`src/rtl/det_weight_loader.sv`:
```
// Weight-write sequencer for the detection network: maps a flat word stream
// onto (layer, neuron, weight) addresses in fixed load order.
module det_weight_loader #(
  parameter int WORD_W      = 64,
  parameter int NUM_LAYERS  = 7,
  parameter int TOTAL_WORDS = 1257
) (
  input  logic              clk,
  input  logic              rst_n,
  input  logic              start,
  input  logic              in_valid,
  input  logic [WORD_W-1:0] in_data,
  output logic              in_ready,
  output logic              write_weight,
  output logic [2:0]        layer_sel,
  output logic [3:0]        neuron_sel,
  output logic [6:0]        weight_sel,
  output logic [WORD_W-1:0] weight_bus,
  output logic              busy,
  output logic              done,
  output logic [10:0]       word_count
);

  typedef enum logic [1:0] {IDLE, LOAD, FIN} state_t;

  localparam logic [10:0] LAST_CNT = 11'(TOTAL_WORDS - 1);
  localparam logic [2:0]  N_LAYER  = 3'(NUM_LAYERS);

  state_t state, state_nx;

  logic [2:0] layer;
  logic [3:0] neuron;
  logic [6:0] wsel;
  logic       hs;
  logic       wrap_w;
  logic       wrap_n;

  function automatic logic [3:0] lsize(input logic [2:0] l);
    logic [3:0] r;
    r = '0;
    if (l < N_LAYER) begin
      case (l)
        3'd0:    r = 4'd4;
        3'd1:    r = 4'd15;
        3'd2:    r = 4'd5;
        default: r = 4'd1;
      endcase
      if (l == 3'd1) r = 4'd15;
    end
    return r;
  endfunction

  function automatic logic [6:0] isize(input logic [2:0] l);
    logic [6:0] r;
    r = '0;
    if (l < N_LAYER) begin
      case (l)
        3'd0:    r = 7'd100;
        3'd1:    r = 7'd25;
        3'd2:    r = 7'd80;
        3'd3:    r = 7'd4;
        3'd4:    r = 7'd16;
        3'd5:    r = 7'd5;
        default: r = 7'd3;
      endcase
    end
    return r;
  endfunction

  // layer 1 has 16 neurons; lsize holds the last neuron index there
  logic [3:0] last_n;
  always_comb begin
    last_n = lsize(layer);
    if (layer != 3'd1) last_n = last_n - 4'd1;
  end

  assign in_ready = (state == LOAD);
  assign busy     = (state != IDLE);
  assign hs       = in_valid & in_ready;
  assign wrap_w   = (wsel == isize(layer));
  assign wrap_n   = wrap_w && (neuron == last_n);

  always_ff @(posedge clk or negedge rst_n) begin
    if (!rst_n) state <= IDLE;
    else        state <= state_nx;
  end

  always_comb begin
    state_nx = state;
    unique case (state)
      IDLE: if (start) state_nx = LOAD;
      LOAD: if (hs && word_count == LAST_CNT) state_nx = FIN;
      FIN:  state_nx = IDLE;
      default: state_nx = IDLE;
    endcase
  end

  always_ff @(posedge clk or negedge rst_n) begin
    if (!rst_n) begin
      write_weight <= 1'b0;
      done         <= 1'b0;
      layer_sel    <= '0;
      neuron_sel   <= '0;
      weight_sel   <= '0;
      weight_bus   <= '0;
      word_count   <= '0;
      layer        <= '0;
      neuron       <= '0;
      wsel         <= '0;
    end else begin
      write_weight <= hs;
      done         <= (state == FIN);
      if (state == IDLE && start) begin
        layer      <= '0;
        neuron     <= '0;
        wsel       <= '0;
        word_count <= '0;
      end
      if (hs) begin
        weight_bus <= in_data;
        layer_sel  <= layer;
        neuron_sel <= neuron;
        weight_sel <= wsel;
        word_count <= word_count + 11'd1;
        if (!wrap_w) begin
          wsel <= wsel + 7'd1;
        end else begin
          wsel <= '0;
          if (wrap_n) begin
            neuron <= '0;
            layer  <= layer + 3'd1;
          end else begin
            neuron <= neuron + 4'd1;
          end
        end
      end
    end
  end

endmodule

```
`config.mk`:
```
export PLATFORM = sky130hd
export DESIGN_NAME = det_weight_loader
export DESIGN_NICKNAME = d
export VERILOG_FILES = /design/src/rtl/det_weight_loader.sv
export SDC_FILE = /design/constraint.sdc
export NUM_CORES = 1
export LEC_CHECK = 0
export ABC_AREA = 1
export BUFFER_PORTS_ARGS = -buffer_cell sky130_fd_sc_hd__buf_2
export CAP_MARGIN = 10
export CORE_ASPECT_RATIO = 2
export CORE_MARGIN = 2
export CORE_UTILIZATION = 49
export CTS_BUF_LIST = sky130_fd_sc_hd__clkbuf_8
export DETAILED_ROUTE_END_ITERATION = 10
export GPL_ROUTABILITY_DRIVEN = 0
export PLACE_DENSITY = 0.78
export SYNTH_ARGS = -nofsm -noshare
export SYNTH_HDL_FRONTEND = slang
export SYNTH_SLANG_ARGS = --single-unit
```
`constraint.sdc`:
```
create_clock -name clk -period 4.9 [get_ports clk]
set_input_delay 0.49 -clock clk [delete_from_list [all_inputs] [get_ports clk]]
set_output_delay 0.49 -clock clk [all_outputs]
set_load 0.02 [all_outputs]
```
==> impl_metrics.json <==
{
  "cts_tree": "done",
  "root_buffer": "clkbuf_8",
  "relSlewSlack_pct": 33.2,
  "die_area_um2": 10800,
  "synth-edff-count": 0,
  "max_freq_mhz": 365,
  "fin_worst_skew_ns": 0.00996,
  "use_met3_pct": 5.76,
  "drc": 0,
  "grt_max_degree": 103,
  "drtPass1Iterations": 5,
  "endpoint_kind": "flip-flop",
  "critPathTopFamily": "buffers and inverters",
  "fill_cells": 894,
  "coreArea_um2": 9700,
  "stdcell_count": 874,
  "met2_usage_pct": 41.7,
  "p_leak_nw": 3.43,
  "reg2reg_from": "state[1]",
  "gr-max-usage-layer": "met2",
  "yosysWarnings": 0,
  "ioPinCount": 161,
  "ir_worst_vdd_mv": 0.237,
  "post_cts_resized": 0,
  "postCtsSetupRepairBufs": 0,
  "finalHoldViolations": 0,
  "status": "finished, final reports clean",
  "critPathMaxFanout": 102,
  "cts_buffer_depth": 2,
  "ys_ff_latch": 107,
  "synthCells": 586,
  "path_cells": "nor2_1, nand2_4, inv_2, buf_4, nand2_1, nand2_1",
  "yosys.area.top_type": "dfrtp_1",
  "power_mw": 2.44,
  "multiInputGateArea_um2": 1960,
  "synth_area_um2": 4890,
  "initial_core_util_pct": 50.4,
  "ff_latch_area_um2": 2680,
  "final_nets": 816,
  "clkTransAtPathRegs_ns": 0.10,
  "yosysMostFrequentCell": "nand2_1",
  "final.setup.tns_ns": 0,
  "clock_latency_ns": 0.38,
  "synth_area_per_cell_um2": 8.34,
  "antenna_found_initial": 0,
  "grt_overflow": 0,
  "diodes": 0,
  "grt_pass1_wl_um": 20500,
  "cp_num_buf_inv": 2,
  "place_inst": 858,
  "dr_total_vias": 4408,
  "syn_nets": 665,
  "fin_crit_ns": 2.74,
  "ctsHoldBuffers": 0,
  "die_w_um": 74.6,
  "ys_async_sr_fraction_pct": 100,
  "cp.arrival_ns": 3.05,
  "synth_common_cells": "nand2_1 (275), dfrtp_1 (107), inv_1 (35)",
  "maxCapViolations": 0,
  "grt.total_usage_pct": 24.5,
  "finish.utilization_pct": 61.9,
  "start_kind": "flip-flop",
  "setup_viol": 0,
  "cp_common_cell": "nand2_1",
  "htreeDepth": 3,
  "path_class": "reg -> reg",
  "final_layout_size_suffix_gt1_share_pct": 27.5,
  "dp_hpwl_um": 9150,
  "area_growth_pct": 22.9,
  "grt_pass1_vias": 4460,
  "die_h_um": 145,
  "port_buffers": 160,
  "drtAntennaViolNets": 0,
  "use_met1_pct": 26.8,
  "viasPerCell": 5.04,
  "drv_slew": 0,
  "routed_wl_um": 12300,
  "required_ns": 5.21,
  "cts_made_buffers": 9,
  "synthFlopType": "dfrtp_1",
  "period_share_pct": 55.9,
  "ys_top_cells_by_area": "dfrtp_1 (55%), nand2_1 (21%), ha_1 (2.8%)",
  "wl_per_cell_um": 14.1,
  "critical-path-max-stage-delay_ns": 0.73,
  "clkSinkCount": 107,
  "yosysUniqueCellTypes": 32,
  "rsz0062_at_grt": "false",
  "tightest_slew_ns": 1.00,
  "hp-class": "in -> async",
  "ys_seq_area_share_pct": 54.8,
  "yosysTopAreaCellShare_pct": 54.8,
  "power.density_nw_per_um2": 406,
  "startpoint": "state[1]",
  "num_rows": 51,
  "slowest_stage": "inv_2",
  "drt_iter0_drc": 238
}
## cells in the final DEF, fill, tap and decap left out, types with 4 or more instances in the layout
cell type / netlist / final
a21oi_1: 10 / 10
buf_2: 7 / 159
clkbuf_8: 0 / 9
dfrtp_1: 107 / 107
ha_1: 11 / 11
inv_1: 35 / 35
inv_2: 4 / 5
nand2_1: 275 / 274
nand3_1: 25 / 25
nand4_1: 9 / 9
nor2_1: 26 / 26
nor2_2: 4 / 4
o21ai_0: 20 / 20
o22ai_1: 6 / 6
xor2_1: 5 / 5
## report_power, final
part | leakage (nW) | total, mW | switching, mW | internal [mW]
clock | 0.111 | 0.595 | 0.303 | 0.292
sequential | 1.31 | 1.13 | 0.117 | 1.01
combinational | 2.01 | 0.714 | 0.470 | 0.244
## cells by family after synthesis
logic type | Yosys count | synth area share, %
AND/OR/NAND/NOR | 358 | 31.4
AO/OA/AOI/OAI | 39 | 4.33
adder cells (fa/ha/maj) | 11 | 2.82
buffers and inverters | 63 | 5.22
flip-flops | 107 | 54.8
XOR/XNOR | 8 | 1.43
## layout make-up
cell class / count / area share (%)
Sequential cell: 107 / 44.6
Multi-Input combinational cell: 416 / 32.7
Timing Repair Buffer: 162 / 13.6
Tap cell: 132 / 2.75
Inverter: 41 / 2.61
Clock buffer: 9 / 2.06
Clock inverter: 7 / 1.69
## sequential cells by signal (all words and copies together), names as in the netlist, 2 cells and up
register    cells
weight_sel      7
layer_sel       3
state           2
layer           3
neuron          4
weight_bus     64
word_count     11
neuron_sel      4
wsel            7
## worst paths after layout
check / end / slack [ns] / cells past startpoint
min reg2reg: done / 0.46 / 1
min: word_count[5] / 0.15 / 1
max reg2reg: weight_bus[0] / 2.16 / 6
max: weight_bus[0] / 2.16 / 6
min in group clk: weight_bus[57] / 0.30 / 3
max in group asynchronous: neuron_sel[0] / 3.67 / 2
## metal layers
metal	wire length, um	share of wire [%]
met5	0	0
met2	6890	56
met1	4330	35
met3	551	4.5
met4	545	4.4
## through the flow
| stage | setup slack, ns | hold slack [ns] | cell area [um2] |
|---|---|---|---|
| finish | 2.16 | 0.154 | 6000 |
| global route | 1.76 | 0.202 | 6000 |
| CTS | 2.09 | 0.173 | 6000 |
| detailed placement | 2.10 | 0.452 | 5780 |
| global placement | 2.28 | 0.444 | 5780 |
| floorplan | 2.80 | 0.194 | 4890 |
No activity file was read; power rests on OpenSTA's default activity.
